[config.mk]
export PLATFORM = sky130hd
export DESIGN_NAME = ara_axi_rd_responder
export DESIGN_NICKNAME = d
export VERILOG_FILES = /design/src/rtl/ara_axi_rd_responder.sv
export SDC_FILE = /design/constraint.sdc
export NUM_CORES = 1
export LEC_CHECK = 0
export BUFFER_PORTS_ARGS = -buffer_cell sky130_fd_sc_hd__buf_4
export CORE_ASPECT_RATIO = 1.2
export CORE_MARGIN = 4
export CORE_UTILIZATION = 60
export DETAILED_ROUTE_END_ITERATION = 8
export GPL_TIMING_DRIVEN = 0
export PLACE_DENSITY = 0.87
export RECOVER_POWER = 25
export SETUP_SLACK_MARGIN = 0.3
export SLEW_MARGIN = 5
export SYNTH_ARGS = -nofsm -noshare
export SYNTH_HDL_FRONTEND = slang
export SYNTH_SLANG_ARGS = --single-unit
[constraint.sdc]
create_clock -name clk_i -period 8.3 [get_ports clk_i]
set_input_delay 0 -clock clk_i [delete_from_list [all_inputs] [get_ports clk_i]]
set_output_delay 0 -clock clk_i [all_outputs]
set_load 0.005 [all_outputs]
[src/rtl/ara_axi_rd_responder.sv]
// ----------------------------------------------------------------------------
// ara_axi_rd_responder
//   AXI4 read-channel responder (slave end). Accepts one AR burst at a time,
//   walks the FIXED/INCR/WRAP address sequence, and issues one read per beat to
//   a single-port synchronous memory with 1-cycle read latency. The R channel is
//   backed by a 2-entry FIFO.
//
//   The FIFO write port is transparent: a read that is in flight is presented
//   on R in the cycle its data returns if the FIFO is empty. This gives a first
//   R beat two cycles after the AR handshake. A beat that is not accepted that
//   cycle lands in the FIFO unchanged, so the R fields stay stable under stall.
//
//   Illegal bursts complete as SLVERR bursts. They produce no memory access,
//   return zero data, and keep the same beat count and pacing.
//
//   Optional feature: define ARA_AXI_RSP_4K_CHECK_EN to turn any INCR burst
//   whose last byte falls in a different 4 KiB page than its start address into
//   an SLVERR burst. The default build lets such bursts read memory normally.
// ----------------------------------------------------------------------------
module ara_axi_rd_responder #(
  parameter int unsigned AxiDataWidth = 64,
  parameter int unsigned AxiAddrWidth = 64,
  parameter int unsigned AxiIdWidth   = 5,
  parameter int unsigned MemAddrWidth = 16
) (
  input  logic                    clk_i,
  input  logic                    rst_i,
  // AR channel
  input  logic                    ar_valid_i,
  output logic                    ar_ready_o,
  input  logic [AxiAddrWidth-1:0] ar_addr_i,
  input  logic [AxiIdWidth-1:0]   ar_id_i,
  input  logic [7:0]              ar_len_i,
  input  logic [2:0]              ar_size_i,
  input  logic [1:0]              ar_burst_i,
  // R channel
  output logic                    r_valid_o,
  input  logic                    r_ready_i,
  output logic [AxiDataWidth-1:0] r_data_o,
  output logic [AxiIdWidth-1:0]   r_id_o,
  output logic [1:0]              r_resp_o,
  output logic                    r_last_o,
  // Memory read port
  output logic                    mem_req_o,
  output logic [MemAddrWidth-1:0] mem_addr_o,
  input  logic [AxiDataWidth-1:0] mem_rdata_i,
  // Status
  output logic                    busy_o
);

  localparam int unsigned kBytesPerWord = AxiDataWidth / 8;
  localparam int unsigned kByteShift    = $clog2(kBytesPerWord);

  localparam logic [AxiAddrWidth-1:0] kAddrOne = AxiAddrWidth'(1);

  localparam logic [1:0] kBurstFixed = 2'b00;
  localparam logic [1:0] kBurstIncr  = 2'b01;
  localparam logic [1:0] kBurstWrap  = 2'b10;
  localparam logic [1:0] kBurstRsvd  = 2'b11;

  localparam logic [1:0] kRespOkay   = 2'b00;
  localparam logic [1:0] kRespSlvErr = 2'b10;

  typedef enum logic [1:0] {
    ST_IDLE,
    ST_BURST,
    ST_DRAIN
  } state_e;

  // --------------------------------------------------------------------------
  // State
  // --------------------------------------------------------------------------
  state_e                  r_state;
  logic                    r_ar_ready;
  logic [AxiIdWidth-1:0]   r_id;
  logic [AxiAddrWidth-1:0] r_addr;
  logic [7:0]              r_len;
  logic [2:0]              r_size;
  logic [1:0]              r_burst;
  logic                    r_err;
  logic [8:0]              r_issued;
  logic                    r_inflight;
  logic                    r_inflight_last;

  logic [1:0]              r_fifo_count;
  logic [AxiDataWidth-1:0] r_fifo_data [2];
  logic [1:0]              r_fifo_resp [2];
  logic                    r_fifo_last [2];

  // --------------------------------------------------------------------------
  // AR decode: legality checks on the incoming request
  // --------------------------------------------------------------------------
  logic [AxiAddrWidth-1:0] w_ar_bytes;
  logic                    w_ar_wrap_len_ok;
  logic                    w_ar_wrap_bad;
  logic                    w_ar_4k_err;
  logic                    w_ar_err;
  logic                    w_ar_fire;

  assign w_ar_bytes       = kAddrOne << ar_size_i;
  assign w_ar_wrap_len_ok = ar_len_i inside {8'd1, 8'd3, 8'd7, 8'd15};
  assign w_ar_wrap_bad    = (ar_burst_i == kBurstWrap) &&
                            (!w_ar_wrap_len_ok || ((ar_addr_i & (w_ar_bytes - kAddrOne)) != '0));

`ifdef ARA_AXI_RSP_4K_CHECK_EN
  logic [AxiAddrWidth-1:0] w_ar_last_byte;
  // Last byte touched: aligned start plus the whole burst length, minus one.
  assign w_ar_last_byte = (ar_addr_i & ~(w_ar_bytes - kAddrOne))
                        + ((AxiAddrWidth'(ar_len_i) + kAddrOne) << ar_size_i)
                        - kAddrOne;
  assign w_ar_4k_err    = (ar_burst_i == kBurstIncr) &&
                          (w_ar_last_byte[AxiAddrWidth-1:12] != ar_addr_i[AxiAddrWidth-1:12]);
`else
  assign w_ar_4k_err    = 1'b0;
`endif

  assign w_ar_err  = (ar_burst_i == kBurstRsvd)
                   || (ar_size_i > 3'(kByteShift))
                   || w_ar_wrap_bad
                   || w_ar_4k_err;
  assign w_ar_fire = ar_valid_i && r_ar_ready;

  // --------------------------------------------------------------------------
  // Next beat address for the latched burst
  // --------------------------------------------------------------------------
  logic [AxiAddrWidth-1:0] w_bytes;
  logic [AxiAddrWidth-1:0] w_container;
  logic [AxiAddrWidth-1:0] w_wrap_base;
  logic [AxiAddrWidth-1:0] w_next_addr;

  assign w_bytes     = kAddrOne << r_size;
  assign w_container = (AxiAddrWidth'(r_len) + kAddrOne) << r_size;
  assign w_wrap_base = r_addr & ~(w_container - kAddrOne);

  // Select the address of the following beat according to burst type.
  // NOTE: every always_comb output gets a default first so no path leaves it
  // unassigned, which would otherwise infer a latch.
  always_comb begin
    w_next_addr = r_addr;
    case (r_burst)
      kBurstFixed: w_next_addr = r_addr;
      kBurstWrap:  w_next_addr = w_wrap_base
                               + ((r_addr + w_bytes - w_wrap_base) & (w_container - kAddrOne));
      default:     w_next_addr = (r_addr & ~(w_bytes - kAddrOne)) + w_bytes;
    endcase
  end

  // --------------------------------------------------------------------------
  // Issue rule: a beat goes out only when FIFO plus in-flight has room, so the
  // 2-entry FIFO can never overflow.
  // --------------------------------------------------------------------------
  logic w_slots_free;
  logic w_issue;
  logic w_issue_last;

  assign w_slots_free = (r_fifo_count + {1'b0, r_inflight}) < 2'd2;
  assign w_issue      = (r_state == ST_BURST) && (r_issued <= {1'b0, r_len}) && w_slots_free;
  assign w_issue_last = (r_issued == {1'b0, r_len});

  assign mem_req_o  = w_issue && !r_err;
  assign mem_addr_o = MemAddrWidth'(r_addr >> kByteShift);

  // --------------------------------------------------------------------------
  // R channel: FIFO head, or the returning read when the FIFO is empty
  // --------------------------------------------------------------------------
  logic                    w_head_in_fifo;
  logic [AxiDataWidth-1:0] w_ret_data;
  logic [1:0]              w_ret_resp;
  logic                    w_pop;
  logic                    w_pop_fifo;
  logic                    w_push;
  logic                    w_push_idx;

  assign w_head_in_fifo = (r_fifo_count != 2'd0);
  assign w_ret_data     = r_err ? '0 : mem_rdata_i;
  assign w_ret_resp     = r_err ? kRespSlvErr : kRespOkay;

  assign r_valid_o  = w_head_in_fifo || r_inflight;
  assign w_pop      = r_valid_o && r_ready_i;
  assign w_pop_fifo = w_pop && w_head_in_fifo;
  // The returning beat is stored unless it leaves directly through R.
  assign w_push     = r_inflight && !(w_pop && !w_head_in_fifo);
  // Write slot after accounting for a simultaneous pop shifting the FIFO.
  assign w_push_idx = w_pop_fifo ? (r_fifo_count == 2'd2) : (r_fifo_count == 2'd1);

  // Drive the R payload from the current head; all zero when nothing is valid.
  always_comb begin
    r_data_o = '0;
    r_resp_o = kRespOkay;
    r_last_o = 1'b0;
    r_id_o   = '0;
    if (w_head_in_fifo) begin
      r_data_o = r_fifo_data[0];
      r_resp_o = r_fifo_resp[0];
      r_last_o = r_fifo_last[0];
      r_id_o   = r_id;
    end else if (r_inflight) begin
      r_data_o = w_ret_data;
      r_resp_o = w_ret_resp;
      r_last_o = r_inflight_last;
      r_id_o   = r_id;
    end
  end

  assign ar_ready_o = r_ar_ready;
  assign busy_o     = (r_state != ST_IDLE);

  // --------------------------------------------------------------------------
  // Control FSM, burst registers, in-flight tracking and FIFO occupancy.
  // NOTE: sequential state uses non-blocking assignments only, so every
  // register samples pre-edge values and the block order does not matter.
  // --------------------------------------------------------------------------
  always_ff @(posedge clk_i) begin
    if (rst_i) begin
      r_state         <= ST_IDLE;
      r_ar_ready      <= 1'b0;
      r_id            <= '0;
      r_addr          <= '0;
      r_len           <= '0;
      r_size          <= '0;
      r_burst         <= '0;
      r_err           <= 1'b0;
      r_issued        <= '0;
      r_inflight      <= 1'b0;
      r_inflight_last <= 1'b0;
      r_fifo_count    <= '0;
    end else begin
      r_inflight      <= w_issue;
      r_inflight_last <= w_issue_last;

      case ({w_push, w_pop_fifo})
        2'b10:   r_fifo_count <= r_fifo_count + 2'd1;
        2'b01:   r_fifo_count <= r_fifo_count - 2'd1;
        default: r_fifo_count <= r_fifo_count;
      endcase

      case (r_state)
        ST_IDLE: begin
          r_ar_ready <= 1'b1;
          if (w_ar_fire) begin
            r_ar_ready <= 1'b0;
            r_id       <= ar_id_i;
            r_addr     <= ar_addr_i;
            r_len      <= ar_len_i;
            r_size     <= ar_size_i;
            r_burst    <= ar_burst_i;
            r_err      <= w_ar_err;
            r_issued   <= '0;
            r_state    <= ST_BURST;
          end
        end
        ST_BURST: begin
          r_ar_ready <= 1'b0;
          if (w_issue) begin
            r_issued <= r_issued + 9'd1;
            r_addr   <= w_next_addr;
            if (w_issue_last) r_state <= ST_DRAIN;
          end
        end
        ST_DRAIN: begin
          if (w_pop && r_last_o) begin
            r_state    <= ST_IDLE;
            r_ar_ready <= 1'b1;
          end
        end
        default: begin
          r_state    <= ST_IDLE;
          r_ar_ready <= 1'b0;
        end
      endcase
    end
  end

  // FIFO payload storage; shifts on pop, writes the returning beat on push.
  // NOTE: payload storage has no reset; validity is carried entirely by
  // r_fifo_count, so stale contents are never observed.
  always_ff @(posedge clk_i) begin
    if (w_pop_fifo) begin
      r_fifo_data[0] <= r_fifo_data[1];
      r_fifo_resp[0] <= r_fifo_resp[1];
      r_fifo_last[0] <= r_fifo_last[1];
    end
    if (w_push) begin
      r_fifo_data[w_push_idx] <= w_ret_data;
      r_fifo_resp[w_push_idx] <= w_ret_resp;
      r_fifo_last[w_push_idx] <= r_inflight_last;
    end
  end

endmodule

==> summary.txt <==
Floorplanning
  – I/O pins: between 200 and 250
  – Die height: 167.4 um
  – Num rows: 58
  – Die ar.: 23570 um^2
  – Area of the core: around 21000 um^2
  – Chip width: ~140 um
  – Starting Density: between 60% and 70%

Critical path
  – Largest stage delay, worst path: ~970 ps
  – Crit. End Element: flop
  – Critical path's slowest cell: o311ai_0
  – Startpoint types: flop
  – CP required: 8640 ps
  – Worst R2R Setup Slack: around 700 ps
  – Setup CP Type: flop to flop
  – Worst EP arrival: about 7900 ps
  – Cell mode on critical path: nand2_1
  – Largest fanout on the critical path: 10

STA
  – Final worst-path cycle share: slightly above 90%
  – RSZ-0062 raised after global routing: false
  – Hold WS: 8.083 ps
  – Min Clock Period, post-route: between 7000 and 8000 ps
  – Fin Setup TNS: 0 ps
  – Max Transition Viols Final: 0
  – Setup Viol. Count Final: 0
  – Fmax: around 130 MHz
  – Worst-margin pin slew: 1183 ps
  – Worst Clk Skew: about 25 ps
  – Final hold vios: 0
  – Normalized max-slew margin: 21.11%

Pwr
  – Net Sw Frac: 39.09%
  – PD cells: roughly 220 nW/um^2
  – Comb pwr share: between 40% and 50%
  – Sw Pwr: 1386 uW
  – Int Power: 2160 uW
  – Share of power burned in registers: approximately 33%
  – Maximum vdd drop: around 0.16 mV
  – Leakage: slightly above 0.007 uW
  – Clock power frac: approximately a quarter

Synth
  – Gate count after technology mapping: about 1500
  – Post-synthesis sequential area ratio: between 30% and 40%
  – Number of synthesized register bits: between 150 and 200
  – Post-Syn Area: ~13000 um^2
  – Main synth FF type: edfxtp_1
  – Post-synth top area cell: edfxtp_1
  – Top cells by area, synth: edfxtp_1 (31%), dfxtp_1 (8.5%), nand2_1 (5.6%)
  – Yosys cell types: 81
  – Synth async-reset ratio: 0%
  – Post-synth EDFFs: between 100 and 150
  – YS warnings: 0
  – Post-synth top area share: about 31%
  – Syn nets: approximately 1700
  – Mean Syn Cell Area: 8.426 um^2

GRT
  – First-pass GRT wire length: approximately 70 mm
  – GRT Total Usage: roughly 37%
  – Antenna violations before repair: 0
  – Vias in the first global route: ~13000
  – Largest net degree at the start of global routing: 67
  – Gr ovfl total: 0

Worst hold path
  – Hold WC Path Type: primary input to flop

Clocking
  – Clock Path Buffers: 2
  – TritonCTS Buffers: 17
  – Root Driver: clkbuf_16
  – # clock sinks: between 150 and 200
  – CTS tree: done
  – CTS H-tree lvls: 4
  – Setup Buffers After CTS: 0
  – Clock latency on the worst-skew pair: 460 ps
  – Worst-path clk slew: approximately 80 ps

Run status
  – Status: completed

Placed design
  – DP Wirelength: between 30 and 40 mm
  – I/O Buffers: approximately 220
  – Routability Congestion: 1.011

Drt
  – Initial DRC Count: 1452
  – Drt total wl: around 45 mm
  – Vias per cell: 6.186
  – Final ANT Viol Nets: 0
  – Detailed Routing Iterations Pass 1: 6
  – DRC viols: 0
  – Mean routed wirelength per cell: roughly 21 um
  – Via count: about 13000

Final layout
  – Final nets: between 2000 and 2500
  – Fraction of layout cells with a size suffix above 1: ~17%
  – Filler cell count: 1344
  – Antenna diode count: 0
  – Area Growth Syn to Fin: 28.41%

Flow run
  – Max-cap violations: 0
[synthesized netlist by cell type (all sizes together) (9+ instances only)]
cell type	number
nand3	39
xor2	19
nor3	16
mux2	9
o21a	10
inv	179
nor2b	15
o22ai	66
or3	12
clkbuf	67
ha	51
nor2	67
nand4	17
and2	14
edfxtp	132
a211oi	19
nor4	21
or2	9
buf	33
xnor2	42
mux2i	15
o21ai	112
a21oi	71
a21o	10
nand2b	85
nand2	190
and3	17
o211ai	13
dfxtp	54
[registers in the layout (all words and copies together) (netlist names)]
| signal | cells |
|---|---|
| r_id | 5 |
| r_len | 8 |
| r_fifo_count | 2 |
| r_state | 2 |
| r_inflight | 1 |
| r_fifo_last | 2 |
| r_fifo_data | 128 |
| r_burst | 2 |
| ar_ready_o | 1 |
| r_inflight_last | 1 |
| r_addr | 19 |
| r_size | 3 |
| r_fifo_resp | 2 |
| r_issued | 9 |
| r_err | 1 |
[final timing paths]
path | from | endpoint | depth (start not counted)
min | ar_valid_i | ar_ready_o | 3
max | r_size[2] | r_addr[12] | 29
min reg2reg | r_id[2] | r_id[2] | 2
max reg2reg | r_size[2] | r_addr[12] | 29
[through the flow]
| stage | setup WS (ps) | total power (uW) | cell area, um^2 | utilization, % | std cells |
|---|---|---|---|---|---|
| 6_report | 717.1 | 3546 | 16310 | 78.02 | 2126 |
| 4_1_cts | 948.1 | 3471 | 16320 | 78.07 | 2126 |
| 5_1_grt | 343.0 | 3703 | 16310 | 78.02 | 2126 |
| 3_3_place_gp | 1300 | 2567 | 14700 | 70.31 | 1998 |
| 2_1_floorplan | 2808 | 2044 | 12700 | - | 1507 |
| 3_5_place_dp | 1273 | 2597 | 14760 | 70.61 | 2000 |
[layout by cell type, fill, tap and decap left out, types with 18 or more instances in the layout]
master	netlist	layout
buf_4	19	221
nand2_1	190	190
inv_1	179	179
edfxtp_1	132	132
o21ai_0	110	110
dlygate4sd3_1	0	94
nand2b_1	85	84
clkbuf_1	67	70
a21oi_1	70	70
o22ai_1	66	66
nor2_1	66	65
dfxtp_1	54	54
ha_1	51	51
xnor2_1	42	42
nand3_1	37	37
nor4_1	20	20
xor2_1	19	19
a211oi_1	18	18
[cells by family (layout without fill, tap and decap cells)]
group / Yosys count / count (layout) / share of synthesized area [%]
adder cells (fa/ha/maj): 53 / 53 / 5.340
other: 1 / 1 / 0.02953
buffers and inverters: 279 / 628 / 8.868
AO/OA/AOI/OAI: 379 / 379 / 19.01
XOR/XNOR: 61 / 61 / 4.207
AND/OR/NAND/NOR: 524 / 524 / 20.81
flip-flops: 186 / 186 / 39.73
multiplexers: 24 / 24 / 2.010
[metal layers]
metal	GRT usage [%]	share of wire [%]	vias up
met5	0	0	-
met2	65.58	50	788
met4	21.45	5.9	0
li1	-	-	5977
met1	42.94	36	6225
met3	5.427	8.3	162
[final cells by class]
class	instances	area, um^2	area share, %
Multi-Input combinational cell	1042	6543	40.12
Buffer	100	454.2	2.785
Clock buffer	17	425.4	2.609
Inverter	179	671.9	4.121
Timing Repair Buffer	317	2636	16.17
Clock inverter	15	192.7	1.182
Sequential cell	186	5045	30.94
Tap cell	270	337.8	2.072
[power by group through the flow]
stage | combinational, uW | sequential [uW] | clock [uW]
2_1_floorplan | 862 | 1180 | 0
3_3_place_gp | 1370 | 1200 | 0
3_5_place_dp | 1400 | 1190 | 0
4_1_cts | 1450 | 1170 | 843
5_1_grt | 1620 | 1190 | 897
6_report | 1500 | 1180 | 860
[critical path: cells and delay by family, from the launching register on]
family	cells	cell delay (ps)
buffers and inverters	6	1930
flip-flops	1	300
AO/OA/AOI/OAI	6	2110
AND/OR/NAND/NOR	10	1480
adder cells (fa/ha/maj)	4	1090
XOR/XNOR	3	530
[timing repair]
action,4_1_cts,5_1_grt
hold buffers,94,0
resized for setup,0,0
hold endpoints to repair,130,0
Power figures use the tool's default switching activity.
